==> config.mk <==
export PLATFORM = sky130hd
export DESIGN_NAME = videomem_wr_req
export DESIGN_NICKNAME = d
export VERILOG_FILES = /design/src/rtl/video_pkg.sv /design/src/rtl/wr_burst_buf.sv /design/src/rtl/videomem_wr_req.sv
export SDC_FILE = /design/constraint.sdc
export NUM_CORES = 1
export LEC_CHECK = 0
export CORE_ASPECT_RATIO = 2
export CORE_MARGIN = 2
export CORE_UTILIZATION = 40
export DETAILED_ROUTE_END_ITERATION = 10
export GPL_TIMING_DRIVEN = 0
export PLACE_DENSITY = 0.66
export SLEW_MARGIN = 15
export SYNTH_ARGS = -nofsm -noshare
export SYNTH_HDL_FRONTEND = slang
export SYNTH_SLANG_ARGS = --single-unit
==> constraint.sdc <==
create_clock -name mem_clock -period 4.9 [get_ports mem_clock]
set_input_delay 1.47 -clock mem_clock [delete_from_list [all_inputs] [get_ports mem_clock]]
set_output_delay 1.47 -clock mem_clock [all_outputs]
set_load 0.01 [all_outputs]
==> src/rtl/video_pkg.sv <==
// video_pkg: framebuffer defaults, RGB565 field positions and the writer state encoding
// shared by the video memory requesters.
package video_pkg;
    localparam logic [24:0] FB_BASE_DEF  = 25'd0;
    localparam int          FB_WORDS_DEF = 307200;
    localparam int R_MSB = 15, R_LSB = 11, G_MSB = 10, G_LSB = 5, B_MSB = 4, B_LSB = 0;
    typedef enum logic [1:0] {IDLE, FILL, REQ, DATA} wr_state_t;
    function automatic int ptr_w(input int n);
        return n > 1 ? $clog2(n) : 1;
    endfunction
endpackage

==> src/rtl/wr_burst_buf.sv <==
// wr_burst_buf: NW-word staging buffer; filled from the pixel stream, drained by the
// controller's data strobes. rdata always shows the word at the read pointer.
module wr_burst_buf
    import video_pkg::*;
#(
    parameter int NW = 2
) (
    input  logic        mem_clock,
    input  logic        reset,
    input  logic        push,
    input  logic        restart,
    input  logic [31:0] wdata,
    input  logic        pop,
    output logic [31:0] rdata,
    output logic        fill_last,
    output logic        rd_last
);
    localparam int PW = ptr_w(NW);
    localparam int CW = ptr_w(NW + 1);
    logic [31:0]   mem [NW];
    logic [CW-1:0] count;
    logic [PW-1:0] rd_ptr;
    logic [PW-1:0] wr_idx;
    assign wr_idx    = restart ? '0 : PW'(count);
    assign rdata     = mem[rd_ptr];
    assign fill_last = count == CW'(NW - 1);
    assign rd_last   = rd_ptr == PW'(NW - 1);
    always_ff @(posedge mem_clock or posedge reset) begin
        if (reset) begin
            for (int i = 0; i < NW; i++) mem[i] <= '0;
            count  <= '0;
            rd_ptr <= '0;
        end else begin
            if (push) begin
                mem[wr_idx] <= wdata;
                count       <= restart ? CW'(1) : count + CW'(1);
            end
            if (pop) begin
                rd_ptr <= rd_last ? '0 : rd_ptr + PW'(1);
                if (rd_last) count <= '0;
            end
        end
    end
endmodule

==> src/rtl/videomem_wr_req.sv <==
// videomem_wr_req: collects packed RGB565 pixel pairs into SDRAM bursts and issues
// linear, frame-wrapping write requests to the sdrc_core application interface.
module videomem_wr_req
    import video_pkg::*;
#(
    parameter logic [24:0] FB_BASE   = FB_BASE_DEF,
    parameter int          FB_WORDS  = FB_WORDS_DEF,
    parameter int          BURST_LEN = 4
) (
    input  logic        mem_clock,
    input  logic        reset,
    input  logic        mem_ready,
    input  logic        in_valid,
    input  logic [31:0] in_data,
    input  logic        in_sof,
    output logic        in_ready,
    output logic        wr_request,
    output logic [24:0] wr_addr,
    output logic [8:0]  wr_len,
    input  logic        mem_req_ack,
    input  logic        give_next_data,
    output logic [31:0] wr_data,
    output logic        busy,
    output logic        frame_done,
    output logic [7:0]  drop_count
);
    localparam int          NW     = BURST_LEN / 2;
    localparam logic [25:0] FB_END = 26'(FB_BASE) + 26'(FB_WORDS);
    wr_state_t state, state_next;
    logic ack, push, restart, fills, pop, done, wrap, fill_last, rd_last;
    assign wr_len = 9'(BURST_LEN);
    assign busy   = state == REQ || state == DATA;
    assign wrap   = ({1'b0, wr_addr} + 26'(BURST_LEN)) >= FB_END;
    wr_burst_buf #(.NW(NW)) u_buf (
        .mem_clock(mem_clock),
        .reset(reset),
        .push(push),
        .restart(restart),
        .wdata(in_data),
        .pop(pop),
        .rdata(wr_data),
        .fill_last(fill_last),
        .rd_last(rd_last)
    );
    always_ff @(posedge mem_clock or posedge reset) begin
        if (reset) state <= IDLE;
        else state <= state_next;
    end
    // A data strobe in the ack cycle already consumes the first burst word.
    always_comb begin
        ack        = wr_request && mem_req_ack;
        in_ready   = !reset && (state == FILL || (state == IDLE && mem_ready));
        push       = in_valid && in_ready;
        restart    = push && in_sof && state == FILL;
        fills      = push && (restart ? NW == 1 : fill_last);
        pop        = give_next_data && (state == DATA || ack);
        done       = pop && rd_last;
        state_next = done ? IDLE : ack ? DATA : fills ? REQ : push ? FILL : state;
    end
    always_ff @(posedge mem_clock or posedge reset) begin
        if (reset) begin
            wr_addr    <= FB_BASE;
            wr_request <= 1'b0;
            frame_done <= 1'b0;
            drop_count <= '0;
        end else begin
            wr_request <= state == REQ && !ack && mem_ready;
            frame_done <= done && wrap;
            if (push && in_sof) wr_addr <= FB_BASE;
            else if (done) wr_addr <= wrap ? FB_BASE : wr_addr + 25'(BURST_LEN);
            if (restart && drop_count != 8'hff) drop_count <= drop_count + 8'd1;
        end
    end
endmodule

Word-level counts from Yosys, hierarchy flattened --
Cells that the tools add are included.
Word-level totals: output and inout bits 78, word-level logic and storage cells 67, flip-flop bits (word level) 104, bits of input ports 39
Cells by class: add/sub/neg operators 5, magnitude comparators 4, reduce and logical (&&, ||, !) cells 22, muxes and demuxes 20, equality and inequality tests 5, bitwise operators 2
Operators with widths (count):
- 32-bit 2-to-1 mux | 4
- 25-bit 2-to-1 mux | 3
- 64-bit bitwise mux | 1
- 32-bit demux with 1-bit select | 1
- 25-bit by 3-bit adder with 26-bit output, second input constant | 1
- 26-bit by 19-bit >= comparator with 1-bit output, second input constant | 1
- 25-bit by 3-bit adder with 25-bit output, second input constant | 1
- 2-bit 2-to-1 mux | 8
- 1-bit logical AND | 14
- 8-bit by 1-bit adder with 8-bit output, second input constant | 1
- 8-bit inequality test, second input constant | 1
- 2-bit by 1-bit == test with 1-bit output, second input constant | 2
- 2-bit == test, second input constant | 2
- 2-bit >= comparator, second input constant | 2
- 1-bit inverter with 2-bit output | 2
- 4-bit nonzero test | 1
- 1-bit logical OR | 3
- 1-bit 2-to-1 mux | 3
- 2-bit by 1-bit adder with 2-bit output, second input constant | 1
- 1-bit zero test | 2
- 2-bit zero test | 1
- 2-bit by 1-bit less-than comparator with 1-bit output, second input constant | 1
- 2-bit nonzero test | 1
- 1-bit adder, second input constant | 1

Logic depth before layout (Yosys ltp) --
Gate-level depths: netlist of run 1.
depth in word-level cells 14, depth in mapped cells 8, gate-level depth less buffers 8

By module --
From an unflattened synthesis of run 1, not the netlist that was laid out.
Second synthesis, totals: cell total of the unflattened synthesis 409, area, all modules 5250.0 um2
Modules (own cells, without submodules):
- wr_burst_buf | cells an instance 185, seq. area each 1676.6 um2, times used 1, area each 3060.4 um2
- videomem_wr_req | cells an instance 224, seq. area each 875.8 um2, times used 1, area each 2189.6 um2

Least setup slack after synthesis of run 1 --
Ideal clock, no wire load.
kind input to output, from input mem_ready, to output in_ready, stages on the path 2, arrival time 1844 ps, setup slack 1586 ps, data required time 3430 ps, buffers on the path 0, path through nor2_1 > nor3_1
Between the ends: word-level cells in the longest chain between the ends 3
Ends and longest elaborated chain:
- from (decl) | line videomem_wr_req.sv:12 | input logic mem_ready,
- 1-bit logical AND | line videomem_wr_req.sv:52 | in_ready = !reset && (state == FILL || (state == IDLE && mem_ready));
- 1-bit logical OR | line videomem_wr_req.sv:52
- 1-bit logical AND | line videomem_wr_req.sv:52
- to (decl) | line videomem_wr_req.sv:16 | output logic in_ready,
No other way between the ends.

Worst setup path in the final report of run 1 --
from input reset, to output in_ready
Between the ends: word-level cells in the longest chain between the ends 2
Ends and longest elaborated chain:
- from (decl) | line videomem_wr_req.sv:11 | input logic reset,
- 1-bit zero test (no source line)
- 1-bit logical AND | line videomem_wr_req.sv:52
No other way between the ends.

==> results.json, run 1 <==
{
  "dp.final_hpwl_um": 8720,
  "yosysTopAreaCellShare": 0.510,
  "cts-buffers-inserted": 9,
  "area_growth_pct": 31.8,
  "worst_hold_slack_ns": 0.494,
  "cts_setup_buffers": 0,
  "ys_seq_area_frac": 0.510,
  "wl_per_cell_um": 16.7,
  "hold_viol_final": 0,
  "routed_via_density": 5.26,
  "finalSetupTns_ns": 0,
  "htree_levels": 3,
  "grt_pass1_wl_um": 19000,
  "reg2reg_to": "wr_addr[4]",
  "synth_edf_count": 0,
  "setup_ws_ns": 0.457,
  "syn_avg_cell_area_um2": 12.1,
  "synth_common_cells": "dfrtp_1 (102), mux2_2 (97), nand2_1 (28)",
  "cts_buffer_depth": 2,
  "total_switching_power_mw": 1.05,
  "hp-start": "drop_count[4]",
  "rows": 57,
  "critPathMaxStageDelay_ns": 0.62,
  "syn_area_um2": 5010,
  "min_period_over_period": 0.907,
  "grt_pass1_vias": 3929,
  "antenna_found_initial": 0,
  "clkSinkCount": 102,
  "dr.pass1.iters": 4,
  "period_minus_slack_ns": 4.44,
  "min_path_type": "register to register",
  "crit_buf_inv": 2,
  "pre_cts_slack_ns": 0.470,
  "coreArea_um2": 12200,
  "grt_setup_unrepaired": "false",
  "p_leak_nw": 2.78,
  "holdBufCountCts": 0,
  "intPower_mw": 2.39,
  "p_clk_frac": 0.203,
  "fp.dieH_um": 162,
  "critPathKind": "input pin to primary output",
  "r2r_setup_slack_ns": 2.10,
  "relSlewSlack": 0.557,
  "whs_endpoint": "drop_count[4]",
  "reg2reg_from": "wr_addr[2]",
  "cts_tree": "done",
  "clock.fmax_ghz": 0.225,
  "seqPwrFrac": 0.384,
  "fp.dieW_um": 83.1,
  "yosysTopAreaCell": "dfrtp_1",
  "p_per_area_nw_per_um2": 521,
  "outcome": "finished clean",
  "switching_share": 0.306,
  "ir_drop_mv": 0.393,
  "cts.clk_slew.worst_paths_ns": 0.07,
  "drc": 0,
  "fin_nets": 583,
  "critPathTopFamily": "buffers and inverters",
  "grt_usage": 0.175,
  "gp_congestion": 0.861,
  "crit_arrival_ns": 2.97,
  "critPathRequiredTime_ns": 3.43,
  "root_buffer": "clkbuf_16",
  "dieArea_um2": 13500,
  "synth_ff_type": "dfrtp_1",
  "comb_power_share": 0.414,
  "hold_depth": 1,
  "vias": 3648,
  "antenna_cells": 0,
  "cpMaxStageDelayCell": "clkdlybuf4s50_1",
  "io_buffers": 105,
  "postRouteAntennaNets": 0,
  "drt_iter0_drc": 111,
  "path_cells": "clkdlybuf4s50_1 -> nor3_1 -> clkdlybuf4s50_1",
  "rr_worst_depth": 8,
  "cts_resized": 0,
  "yosys_warnings": 0,
  "start_kind": "input pin",
  "finalMaxSlewViolations": 0,
  "crit_top_cell": "clkdlybuf4s50_1",
  "grt_max_degree": 58,
  "layout-drive-gt1-share": 0.264,
  "yosysMostFrequentCell": "dfrtp_1",
  "finClkSkew_ns": 0.00709,
  "synth_cells": 415,
  "finalSetupViolations": 0,
  "yosysUniqueCellTypes": 52,
  "pin_count": 117,
  "crit_fanout": 3,
  "cap_violations": 0,
  "grt-ovfl-total": 0,
  "tightest_slew_ns": 0.658,
  "wl_um": 11600,
  "ys_async_sr_fraction": 1.00,
  "ys_seq_elements": 102,
  "clkLatencyLatePin_ns": 0.34,
  "synth_area_leaders": "dfrtp_1 (51%), mux2_2 (22%), xnor2_1 (2.6%), nand2_1 (2.1%), buf_4 (1.9%)",
  "start_util": 0.411,
  "endpoint_kind": "primary output"
}
-- per-stage QoR --
stage | std cells | total power [mW] | area [um2] | util
after floorplan | 424 | 2.11 | 5040 | -
after global placement | 676 | 2.73 | 6280 | 0.515
after detailed placement | 677 | 2.78 | 6310 | 0.517
after CTS | 693 | 3.50 | 6600 | 0.541
after global routing | 693 | 3.65 | 6600 | 0.541
final | 693 | 3.44 | 6600 | 0.541
-- per-layer routing --
| layer | global-route usage | part of all wire | vias up |
|---|---|---|---|
| li1 | - | - | 1710 |
| met1 | 0.173 | 0.34 | 1825 |
| met2 | 0.343 | 0.59 | 98 |
| met3 | 0.0432 | 0.046 | 15 |
| met4 | 0.0678 | 0.018 | 0 |
| met5 | 0 | 0 | - |
-- layout by cell type (no fill, tap or decap), types with 4 or more instances in the layout --
cell,instances
nand2_1,28
clkbuf_1,11
and2_1,9
o31ai_1,5
nand3_1,16
buf_4,13
nand4_1,8
inv_1,5
conb_1,11
clkbuf_16,9
nor4_1,5
nor3_1,13
and3_1,5
nor2_1,17
xnor2_1,15
o21ai_0,4
xor2_1,6
mux2_2,97
buf_1,4
dfrtp_1,102
clkdlybuf4s50_1,105
a21oi_1,9
-- worst reg2reg max path, stage by stage (launching register included) --
cell,delay (ns)
dfrtp_1,0.45
ha_1,0.31
and2_1,0.25
nor4_1,0.30
xnor2_1,0.11
a221oi_1,0.59
o211ai_4,0.23
a21oi_4,0.32
nor3_1,0.10
-- area by class of cell --
class | instances | area, um2
Buffer | 31 | 196
Clock buffer | 10 | 239
Clock inverter | 6 | 53.8
Fill cell | 1080 | 5590
Inverter | 6 | 27.5
Multi-Input combinational cell | 285 | 2270
Sequential cell | 102 | 2550
Tap cell | 147 | 184
Timing Repair Buffer | 106 | 1080
-- power groups by stage --
stage | registers (mW) | clock network [mW] | logic [mW]
2_1_floorplan | 1.29 | 0 | 0.816
3_3_place_gp | 1.31 | 0 | 1.42
3_5_place_dp | 1.34 | 0 | 1.44
4_1_cts | 1.32 | 0.720 | 1.45
5_1_grt | 1.35 | 0.755 | 1.54
6_report | 1.32 | 0.698 | 1.42
-- how the worst max path moves through the flow --
stage                      from       endpoint  slack, ns  cells past startpoint
after floorplan           reset  drop_count[0]       0.75                      1
after global placement    reset  u_buf.mem[45]      -0.80                      2
after detailed placement  reset       in_ready       0.47                      3
after CTS                 reset       in_ready       0.45                      3
after global routing      reset       in_ready       0.38                      3
final                     reset       in_ready       0.46                      3
-- state kept, by name, indices dropped and copies added (netlist names) --
| register | flops |
|---|---|
| u_buf.mem | 64 |
| wr_addr | 23 |
| drop_count | 8 |
| state | 2 |
| u_buf.count | 2 |
| frame_done | 1 |
| u_buf.rd_last | 1 |
| wr_request | 1 |
-- logic make-up after synthesis --
| kind of cell | after synthesis | synth area share |
|---|---|---|
| buf+inv | 37 | 0.0437 |
| xor+xnor | 21 | 0.0367 |
| simple gates | 119 | 0.132 |
| mux | 99 | 0.222 |
| other cells | 2 | 0.00150 |
| fa+ha+maj | 3 | 0.00750 |
| compound gates | 32 | 0.0470 |
| flops | 102 | 0.510 |
(Power assumes the default switching activity.)
==> run 2: changes to the inputs <==
SLEW_MARGIN = 20   (was 15)
==> results of run 2 <==
Final layout, timing and power as in run 1 (identical DEF).
==> run 3: changes to the inputs <==
CORE_MARGIN = 3   (was 2)
==> results.json, run 3 (synthesized netlist as in run 1, its figures left out) <==
{
  "drc": 0,
  "grt_setup_unrepaired": "false",
  "cts_buffer_depth": 2,
  "dieArea_um2": 14000,
  "critPathTopFamily": "buffers and inverters",
  "finClkSkew_ns": 0.00737,
  "vias": 3681,
  "hp-start": "u_buf.mem[13]",
  "worst_hold_slack_ns": 0.506,
  "path_cells": "clkdlybuf4s50_1 -> nor3_1 -> clkdlybuf4s50_1",
  "grt_max_degree": 66,
  "cap_violations": 0,
  "reg2reg_to": "wr_addr[9]",
  "fp.dieW_um": 85.1,
  "critPathMaxStageDelay_ns": 0.61,
  "crit_top_cell": "clkdlybuf4s50_1",
  "place_inst": 677,
  "holdBufCountCts": 0,
  "clkSinkCount": 102,
  "whs_endpoint": "u_buf.mem[13]",
  "root_buffer": "clkbuf_16",
  "hold_depth": 1,
  "ir_drop_mv": 0.355,
  "crit_fanout": 3,
  "endpoint_kind": "primary output",
  "hold_viol_final": 0,
  "largest_reg_flops": 64,
  "antenna_cells": 0,
  "clkLatencyLatePin_ns": 0.34,
  "io_buffers": 105,
  "drt_iter0_drc": 130,
  "gp_congestion": 0.818,
  "regMostFlops": "u_buf.mem",
  "clock.fmax_ghz": 0.228,
  "finalSetupViolations": 0,
  "wl_um": 11900,
  "cts_setup_buffers": 0,
  "relSlewSlack": 0.552,
  "coreArea_um2": 12200,
  "finalSetupTns_ns": 0,
  "start_kind": "input pin",
  "area_growth_pct": 32.0,
  "dpl_cell_area_um2": 6310,
  "crit_arrival_ns": 2.93,
  "final_cells": 693,
  "cts_resized": 0,
  "grt_usage": 0.175,
  "postRouteAntennaNets": 0,
  "grt_pass1_vias": 4085,
  "reg_top3": "u_buf.mem: 64 flops, wr_addr: 23 flops, drop_count: 8 flops",
  "cts_tree": "done",
  "cpMaxStageDelayCell": "clkdlybuf4s50_1",
  "r2r_setup_slack_ns": 2.10,
  "reg2reg_from": "wr_addr[2]",
  "dr.pass1.iters": 4,
  "layout-drive-gt1-share": 0.264,
  "fp.dieH_um": 164,
  "tightest_slew_ns": 0.667,
  "dp.final_hpwl_um": 9100,
  "pin_count": 117,
  "p_per_area_nw_per_um2": 523,
  "antenna_found_initial": 0,
  "wl_per_cell_um": 17.1,
  "rr_worst_depth": 8,
  "rows": 57,
  "htree_levels": 3,
  "finalMaxSlewViolations": 0,
  "pre_cts_slack_ns": 0.487,
  "cts-buffers-inserted": 9,
  "mostFrequentLayoutCells": "clkdlybuf4s50_1 (105), dfrtp_1 (102), mux2_2 (97), nand2_1 (28), nor2_1 (17)",
  "min_period_over_period": 0.897,
  "final_area_um2": 6610,
  "grt_pass1_wl_um": 19600,
  "routed_via_density": 5.31,
  "setup_ws_ns": 0.505,
  "fin_nets": 583,
  "final_common_cell": "clkdlybuf4s50_1",
  "cts.clk_slew.worst_paths_ns": 0.07,
  "crit_buf_inv": 2,
  "min_path_type": "register to register",
  "p_leak_nw": 2.79,
  "start_util": 0.411,
  "critPathRequiredTime_ns": 3.43,
  "outcome": "finished clean",
  "period_minus_slack_ns": 4.40,
  "grt-ovfl-total": 0,
  "critPathKind": "input pin to primary output"
}
==> run 3: cell types whose count changed in the layout (fill, tap and decap cells not counted), sizes merged <==
cell and change:
clkinvlp -1, inv +3, clkinv -2
==> run 3: worst max-delay path by stage <==
stage | startpoint | endpoint | slack (ns) | cells after the start
final | reset | in_ready | 0.50 | 3
after global routing | reset | in_ready | 0.46 | 3
after CTS | reset | in_ready | 0.48 | 3
after detailed placement | reset | in_ready | 0.49 | 3
after global placement | reset | u_buf.mem[37] | -0.80 | 2
after floorplan | reset | drop_count[0] | 0.75 | 1
==> run 3: area by class of cell <==
cell class	count	area [um2]
Fill cell	1119	5580
Clock inverter	6	62.6
Tap cell	147	184
Clock buffer	10	239
Inverter	6	27.5
Timing Repair Buffer	106	1080
Buffer	31	196
Sequential cell	102	2550
Multi-Input combinational cell	285	2270
==> run 3: report_power, final <==
group	switching, mW	total [mW]	internal [mW]
logic	0.551	1.42	0.873
registers	0.175	1.32	1.15
clock network	0.339	0.713	0.374
total	1.06	3.46	2.40
==> run 3: stage by stage <==
step	util	power, mW
floorplan	-	2.11
global placement	0.515	2.73
detailed placement	0.517	2.79
CTS	0.542	3.51
global route	0.542	3.67
finish	0.542	3.46
==> run 3: layer usage <==
metal  global-route usage  vias to the layer above  share of wire
met5                    0                        -              0
met4               0.0850                        0          0.030
met3               0.0392                       29          0.048
met2                0.342                      117           0.58
met1                0.166                     1836           0.34
li1                     -                     1699              -
